<file path="src/rtl/vecmac_pkg.sv">
// Shared types and helpers for the vecmac streaming dot-product engine.
package vecmac_pkg;
  localparam int BUSW = 128;

  typedef enum logic [0:0] {ST_IDLE = 1'b0, ST_ACC = 1'b1} state_e;

  typedef struct packed {
    logic        ovf;
    logic [63:0] val;
  } sat_t;

  // Clamp an exact sum into the w-bit range of the selected mode.
  function automatic sat_t sat_clamp(input logic signed [63:0] x, input int w, input logic sgn);
    logic signed [63:0] hi, lo;
    sat_t r;
    hi = sgn ? (64'sd1 <<< (w - 1)) - 64'sd1 : (64'sd1 <<< w) - 64'sd1;
    lo = sgn ? -(64'sd1 <<< (w - 1)) : 64'sd0;
    r.ovf = (x > hi) || (x < lo);
    r.val = (x > hi) ? hi : (x < lo) ? lo : x;
    return r;
  endfunction
endpackage

</file>
<file path="src/rtl/vecmac_stream_param_if.sv">
// Beat input stream and result output stream of vecmac_stream_param.
interface vecmac_stream_param_if #(
  parameter int LANES = 8,
  parameter int ACC_W = 32
);
  import vecmac_pkg::*;
  localparam int NLW = $clog2(LANES) + 1;

  logic            in_valid, in_ready, in_last, in_signed;
  logic [BUSW-1:0] in_a, in_b;
  logic [NLW-1:0]  in_nlanes;
  logic            out_valid, out_ready, out_ovf;
  logic [ACC_W-1:0] out_sum;

  modport master (output in_valid, in_a, in_b, in_last, in_nlanes, in_signed, out_ready,
                  input  in_ready, out_valid, out_sum, out_ovf);
  modport slave  (input  in_valid, in_a, in_b, in_last, in_nlanes, in_signed, out_ready,
                  output in_ready, out_valid, out_sum, out_ovf);
endinterface

</file>
<file path="src/rtl/vecmac_res_fifo.sv">
// Result FIFO; power-of-2 depth so the pointers wrap naturally.
module vecmac_res_fifo #(
  parameter int W     = 33,
  parameter int DEPTH = 4
) (
  input  logic                     clk,
  input  logic                     rst,
  input  logic                     push,
  input  logic [W-1:0]             din,
  input  logic                     pop,
  output logic [W-1:0]             dout,
  output logic                     empty,
  output logic [$clog2(DEPTH):0]   count
);
  localparam int AW = $clog2(DEPTH);

  logic [W-1:0]  mem [DEPTH];
  logic [AW-1:0] wr_ptr, rd_ptr;
  logic          do_push, do_pop;

  assign empty   = (count == '0);
  assign do_pop  = pop && !empty;
  assign do_push = push && (count != (AW+1)'(DEPTH));
  assign dout    = mem[rd_ptr];

  always_ff @(posedge clk or posedge rst)
    if (rst) begin
      wr_ptr <= '0;
      rd_ptr <= '0;
      count  <= '0;
    end else begin
      if (do_push) wr_ptr <= wr_ptr + 1'b1;
      if (do_pop)  rd_ptr <= rd_ptr + 1'b1;
      count <= count + (AW+1)'(do_push) - (AW+1)'(do_pop);
    end

  always_ff @(posedge clk)
    if (do_push) mem[wr_ptr] <= din;
endmodule

</file>
<file path="src/rtl/vecmac_stream_param.sv">
// Streaming INT8 vector dot-product: products -> tree+accumulate -> result FIFO.
// Define VECMAC_SAT_EN for saturating accumulation with overflow flag.
module vecmac_stream_param
  import vecmac_pkg::*;
#(
  parameter int LANES     = 8,
  parameter int ACC_W     = 32,
  parameter int OUT_DEPTH = 4
) (
  input logic clk,
  input logic rst,
  vecmac_stream_param_if.slave bus
);
  localparam int NLW = $clog2(LANES) + 1;
  localparam int CW  = $clog2(OUT_DEPTH) + 1;

  state_e                  state;
  logic                    first, sgn_cur, sgn_lat, acc_beat, rdy_en;
  logic [LANES-1:0][17:0]  prod_d, prod;
  logic [1:0]              vld_pipe, last_pipe;
  logic                    s1_first, s1_sgn;
  logic [ACC_W-1:0]        acc, acc_nxt;
  logic                    acc_ovf, ovf_nxt;
  logic signed [63:0]      beat_sum, exact;
  logic [ACC_W:0]          fifo_dout;
  logic                    fifo_empty;
  logic [CW-1:0]           occ;
  logic [CW:0]             pend;
  logic                    unused_in, unused_x;

  assign first    = (state == ST_IDLE);
  assign sgn_cur  = first ? bus.in_signed : sgn_lat;
  assign acc_beat = bus.in_valid && bus.in_ready;

  for (genvar i = 0; i < LANES; i++) begin : g_lane
    logic signed [8:0] ea, eb;
    logic              on;
    assign ea = {sgn_cur & bus.in_a[8*i+7], bus.in_a[8*i +: 8]};
    assign eb = {sgn_cur & bus.in_b[8*i+7], bus.in_b[8*i +: 8]};
    assign on = !bus.in_last || (NLW'(i) < bus.in_nlanes);
    assign prod_d[i] = on ? 18'(ea * eb) : '0;
  end

  if (LANES < 16) begin : g_unused
    assign unused_in = ^{bus.in_a[BUSW-1:8*LANES], bus.in_b[BUSW-1:8*LANES]};
  end else begin : g_full
    assign unused_in = 1'b0;
  end

  always_comb begin
    beat_sum = '0;
    for (int i = 0; i < LANES; i++) beat_sum += 64'(signed'(prod[i]));
  end

  // acc is always in range for its mode, so extending it gives the exact running sum.
`ifdef VECMAC_SAT_EN
  sat_t sat;
  always_comb begin
    exact = (s1_first ? 64'sd0 : $signed({{(64-ACC_W){s1_sgn & acc[ACC_W-1]}}, acc})) + beat_sum;
    sat   = sat_clamp(exact, ACC_W, s1_sgn);
    if (!s1_first && acc_ovf) begin
      acc_nxt = acc;
      ovf_nxt = 1'b1;
    end else begin
      acc_nxt = sat.val[ACC_W-1:0];
      ovf_nxt = sat.ovf;
    end
  end
  assign unused_x    = ^{exact[63:ACC_W], sat.val[63:ACC_W]};
  assign bus.out_ovf = bus.out_valid & fifo_dout[ACC_W];
`else
  always_comb begin
    exact   = (s1_first ? 64'sd0 : $signed({{(64-ACC_W){s1_sgn & acc[ACC_W-1]}}, acc})) + beat_sum;
    acc_nxt = exact[ACC_W-1:0];
    ovf_nxt = 1'b0;
  end
  assign unused_x    = ^{exact[63:ACC_W], fifo_dout[ACC_W]};
  assign bus.out_ovf = 1'b0;
`endif

  always_ff @(posedge clk or posedge rst)
    if (rst) begin
      state     <= ST_IDLE;
      sgn_lat   <= 1'b0;
      rdy_en    <= 1'b0;
      prod      <= '0;
      vld_pipe  <= '0;
      last_pipe <= '0;
      s1_first  <= 1'b0;
      s1_sgn    <= 1'b0;
      acc       <= '0;
      acc_ovf   <= 1'b0;
    end else begin
      rdy_en    <= 1'b1;
      vld_pipe  <= {vld_pipe[0], acc_beat};
      last_pipe <= {last_pipe[0], acc_beat & bus.in_last};
      if (acc_beat) begin
        prod     <= prod_d;
        s1_first <= first;
        s1_sgn   <= sgn_cur;
        sgn_lat  <= sgn_cur;
        state    <= bus.in_last ? ST_IDLE : ST_ACC;
      end
      if (vld_pipe[0]) begin
        acc     <= acc_nxt;
        acc_ovf <= ovf_nxt;
      end
    end

  // Results still in the pipe count against FIFO space so none can be dropped.
  assign pend = (CW+1)'(occ) + (CW+1)'(last_pipe[0]) + (CW+1)'(vld_pipe[1] & last_pipe[1]);
  assign bus.in_ready = rdy_en && (pend < (CW+1)'(OUT_DEPTH));

  vecmac_res_fifo #(.W(ACC_W + 1), .DEPTH(OUT_DEPTH)) u_fifo (
    .clk   (clk),
    .rst   (rst),
    .push  (vld_pipe[1] & last_pipe[1]),
    .din   ({acc_ovf, acc}),
    .pop   (bus.out_valid & bus.out_ready),
    .dout  (fifo_dout),
    .empty (fifo_empty),
    .count (occ)
  );

  assign bus.out_valid = !fifo_empty;
  assign bus.out_sum   = bus.out_valid ? fifo_dout[ACC_W-1:0] : '0;
endmodule

</file>
<file path="src/flat_wrapper.sv">
// flat-port wrapper written by rule: the top's interface ports become plain ports
module vecmac_stream_param_flat import vecmac_pkg::*;
#(
  parameter int LANES     = 8,
  parameter int ACC_W     = 32,
  parameter int OUT_DEPTH = 4
)
  (clk, rst, bus_in_valid, bus_in_a, bus_in_b, bus_in_last, bus_in_nlanes, bus_in_signed, bus_out_ready, bus_in_ready, bus_out_valid, bus_out_sum, bus_out_ovf);
  vecmac_stream_param_if #(.LANES(LANES), .ACC_W(ACC_W)) bus_i ();
  input logic clk;
  input logic rst;
  input wire logic [$bits(bus_i.in_valid)-1:0] bus_in_valid;
  input wire logic [$bits(bus_i.in_a)-1:0] bus_in_a;
  input wire logic [$bits(bus_i.in_b)-1:0] bus_in_b;
  input wire logic [$bits(bus_i.in_last)-1:0] bus_in_last;
  input wire logic [$bits(bus_i.in_nlanes)-1:0] bus_in_nlanes;
  input wire logic [$bits(bus_i.in_signed)-1:0] bus_in_signed;
  input wire logic [$bits(bus_i.out_ready)-1:0] bus_out_ready;
  output wire logic [$bits(bus_i.in_ready)-1:0] bus_in_ready;
  output wire logic [$bits(bus_i.out_valid)-1:0] bus_out_valid;
  output wire logic [$bits(bus_i.out_sum)-1:0] bus_out_sum;
  output wire logic [$bits(bus_i.out_ovf)-1:0] bus_out_ovf;
  assign bus_i.in_valid = bus_in_valid;
  assign bus_i.in_a = bus_in_a;
  assign bus_i.in_b = bus_in_b;
  assign bus_i.in_last = bus_in_last;
  assign bus_i.in_nlanes = bus_in_nlanes;
  assign bus_i.in_signed = bus_in_signed;
  assign bus_i.out_ready = bus_out_ready;
  assign bus_in_ready = bus_i.in_ready;
  assign bus_out_valid = bus_i.out_valid;
  assign bus_out_sum = bus_i.out_sum;
  assign bus_out_ovf = bus_i.out_ovf;
  vecmac_stream_param #(.LANES(LANES), .ACC_W(ACC_W), .OUT_DEPTH(OUT_DEPTH)) u_core (.clk(clk), .rst(rst), .bus(bus_i));
endmodule
</file>
<file path="config.mk">
export PLATFORM = sky130hd
export DESIGN_NAME = vecmac_stream_param_flat
export DESIGN_NICKNAME = d
export VERILOG_FILES = /design/src/rtl/vecmac_pkg.sv /design/src/rtl/vecmac_stream_param_if.sv /design/src/rtl/vecmac_res_fifo.sv /design/src/rtl/vecmac_stream_param.sv /design/src/flat_wrapper.sv
export SDC_FILE = /design/constraint.sdc
export NUM_CORES = 2
export LEC_CHECK = 0
export ABC_AREA = 1
export CAP_MARGIN = 20
export CELL_PAD_IN_SITES_DETAIL_PLACEMENT = 0
export CELL_PAD_IN_SITES_GLOBAL_PLACEMENT = 1
export CORE_ASPECT_RATIO = 0.6
export CORE_MARGIN = 3
export CORE_UTILIZATION = 45
export DETAILED_ROUTE_END_ITERATION = 8
export PLACE_DENSITY = 0.92
export REMOVE_ABC_BUFFERS = 1
export SLEW_MARGIN = 40
export SYNTH_ARGS = -nofsm -noshare
export SYNTH_HDL_FRONTEND = slang
export SYNTH_SLANG_ARGS = --single-unit
</file>
<file path="constraint.sdc">
create_clock -name clk -period 12.55 [get_ports clk]
set_input_delay 1.255 -clock clk [delete_from_list [all_inputs] [get_ports clk]]
set_output_delay 1.255 -clock clk [all_outputs]
set_load 0.02 [all_outputs]
</file>
==> metrics.md <==
| Metric | Value |
|---|---|
| Crit path time final | `6.866 ns` |
| Vias in the first global route | `33570` |
| WS Path Type | `reg2reg` |
| Worst endpoint required time | `12.98 ns` |
| Area growth from synthesis to layout | `8.562%` |
| R2R cell count | `24` |
| Nets | `6616` |
| Post-route antenna net violation count | `0` |
| Synth top area cells | `fa_1 33%, dfrtp_1 11%, inv_1 11%` |
| Fin cells | `6599` |
| Boundary pin count | `301` |
| Setup-failing EPs final | `0` |
| Slew Limit Fails | `0` |
| Hold buffers post-CTS | `0` |
| FILL cells | `9157` |
| H-Tree Depth | `1` |
| Detailed Routing Iterations Pass 1 | `6` |
| Clk sinks | `319` |
| WL/cell | `16.38 um` |
| Synthesized area per cell | `8.378 um2` |
| Final Skew | `0.02155 ns` |
| CTS clk-pin slew, worst paths | `0.07 ns` |
| Max-Cap Viols | `0` |
| Die W | `409.4 um` |
| Hold WC Path Type | `reg2reg` |
| Ys async rst share | `0.5987` |
| Hold Path Cell Cnt | `0` |
| Yosys Warn Count | `0` |
| Setup TNS | `0 ns` |
| TritonCTS clock tree | `done` |
| Largest net degree at the start of global routing | `78` |
| # DRC | `0` |
| Total CTS buffers | `29` |
| Post-cts resize count | `0` |
| # rows | `88` |
| Placed Cells | `6542` |
| Antenna violations before repair | `3` |
| Yosys reg bits | `319` |
| Chip Height | `248.1 um` |
| Starting Density | `0.4556` |
| Sequential share of the synthesized area | `0.1962` |
| Ys flop type | `dfrtp_1` |
| Vias per cell | `4.987` |
| Worst-path fanout max | `11` |
| Setup bufs post-CTS | `0` |
| Yosys top cell by area | `fa_1` |
| Max Clock Freq | `0.1456 GHz` |
| Critical Path Start Type | `register` |
| Layout cells sized above 1 | `0.02211` |
| Arrival time at the worst endpoint | `7.30 ns` |
| Yosys top cell area share | `0.3275` |
| Pre-CTS setup slack | `5.523 ns` |
| Worst Slack Setup Final | `5.684 ns` |
| Mapped Area | `43940 um2` |
| Clk buf depth | `3` |
| Worst Tran Pin Value | `0.7854 ns` |
| Placeable Area | `96450 um2` |
| Post-synth cell types | `49` |
| Syn Inst Count | `5245` |
| CTS root buffer | `clkbuf_16` |
| Remaining global-route overflow | `0` |
| Max_slew headroom | `0.4764` |
| Hold Vio Cnt, Final | `0` |
| Clk Latency, worst-skew pair | `0.60 ns` |
| Drt initial violations | `2604` |
| Die ar. | `101600 um2` |
| Worst Setup End Kind | `register` |
| Vias | `32910` |
| First-pass GRT wire length | `178700 um` |
| Placed wire-length estimate | `90760 um` |
| Port Buffers | `171` |
| Final RePlAce weighted congestion | `0.9681` |
| Gr usage total | `0.2181` |
| Post-synth EDFFs | `128` |
| Fin crit share | `0.5471` |
| RSZ-0062 raised after global routing | `false` |
| Status | `complete, no violations` |
| Final WL | `108100 um` |
==> path summary, 6_finish.rpt <==
check                                         start             endpoint  slack, ns
worst min-delay path            u_core.last_pipe[0]  u_core.last_pipe[1]       0.42
max in group asynchronous                       rst      u_core.prod[63]      10.16
worst max register to register       u_core.prod[1]       u_core.acc[25]       5.68
worst max-delay path                 u_core.prod[1]       u_core.acc[25]       5.68
worst min register to register  u_core.last_pipe[0]  u_core.last_pipe[1]       0.42
min in group asynchronous                       rst      u_core.prod[89]       1.22
==> sequential cells by signal (all words and copies together), names as in the netlist <==
name / cells
u_core.u_fifo.wr_ptr: 2
u_core.u_fifo.count: 3
u_core.u_fifo.mem: 128
u_core.s1_first: 1
u_core.acc: 32
u_core.rdy_en: 1
u_core.u_fifo.rd_ptr: 2
u_core.state: 1
u_core.last_pipe: 2
u_core.sgn_lat: 1
u_core.vld_pipe: 2
u_core.prod: 144
==> critical path, stage by stage (launching register included) <==
cell and delay, ns:
dfrtp_1 0.32, inv_1 0.06, fa_1 0.53, inv_1 0.04, ha_1 0.20, fa_1 0.51, nand3_1 0.12, nand3_1 0.21
nand2_1 0.18, nand3_1 0.08, nand2_1 0.58, fa_1 0.58, inv_1 0.10, fa_1 0.47, fa_1 0.47, fa_1 0.52
inv_1 0.04, ha_1 0.34, inv_1 0.13, o21ai_0 0.17, a21boi_0 0.29, a21boi_0 0.30, nand4_1 0.20, nand3_1 0.16
o21ai_0 0.10
==> metrics by stage <==
step / util / cell area, um2 / hold slack [ns]
global route: 0.4946 / 47710 / 0.4268
global placement: 0.4839 / 46670 / 0.4030
floorplan: - / 43170 / 0.3540
detailed placement: 0.4839 / 46670 / 0.3986
CTS: 0.4945 / 47700 / 0.4149
finish: 0.4946 / 47710 / 0.4174
==> placed cells by master (no fill, tap or decap), drive strengths merged, types with 38 or more instances in the layout <==
cell           count
clkbuf            38
a21oi            166
xnor2             59
dfrtp            191
edfxtp           128
nand3            148
o21ai            247
nor2             413
xor2              59
nand2           1138
inv             1242
clkdlybuf4s50    171
ha               363
fa               719
==> kinds of logic (layout without fill, tap and decap cells) <==
| group | count (synthesis) | count (layout) | share of synthesized area |
|---|---|---|---|
| and+or+nand+nor | 1776 | 1776 | 0.1606 |
| buffers and inverters | 1437 | 1483 | 0.1239 |
| adders and majority gates | 1082 | 1082 | 0.4309 |
| AOI/OAI and AO/OA | 510 | 510 | 0.06449 |
| DFF | 319 | 319 | 0.1962 |
| xor gates and xnor gates | 118 | 118 | 0.02352 |
| other | 2 | 5 | 0.0001709 |
| muxes | 1 | 1 | 0.0002278 |
==> area by class of cell <==
class                           instances  area [um2]  area share
Antenna cell                            3       7.507   0.0001574
Clock buffer                           38       819.5     0.01718
Clock inverter                         16       206.4    0.004327
Inverter                             1242        4672     0.09793
Multi-Input combinational cell       3489       29910      0.6269
Sequential cell                       319        8627      0.1808
Tap cell                             1305        1633     0.03423
Timing Repair Buffer                  187        1832     0.03840
==> Yosys cell counts (5+ instances only) <==
| library cell | n |
|---|---|
| a21o_1 | 16 |
| a21oi_1 | 165 |
| a22o_1 | 28 |
| a31oi_1 | 12 |
| buf_2 | 14 |
| clkbuf_1 | 174 |
| dfrtp_1 | 191 |
| edfxtp_1 | 128 |
| fa_1 | 719 |
| ha_1 | 363 |
| inv_1 | 1238 |
| nand2_1 | 1137 |
| nand3_1 | 148 |
| nand3b_1 | 5 |
| nand4_1 | 19 |
| nor2_1 | 406 |
| nor3_1 | 24 |
| o21ai_0 | 233 |
| o21ai_1 | 12 |
| o21bai_1 | 12 |
| o22ai_1 | 8 |
| o31ai_1 | 5 |
| or2_2 | 24 |
| xnor2_1 | 59 |
| xor2_1 | 59 |
==> metal layers <==
layer | GRT usage | share of wire | vias up
li1 | - | - | 15750
met1 | 0.3374 | 0.49 | 16070
met2 | 0.3168 | 0.41 | 1031
met3 | 0.05345 | 0.090 | 65
met4 | 0.02657 | 0.011 | 0
met5 | 0 | 0 | -
Power is not shown: default switching activity piles up to over one toggle a cycle in this logic, so the estimate is an artifact.
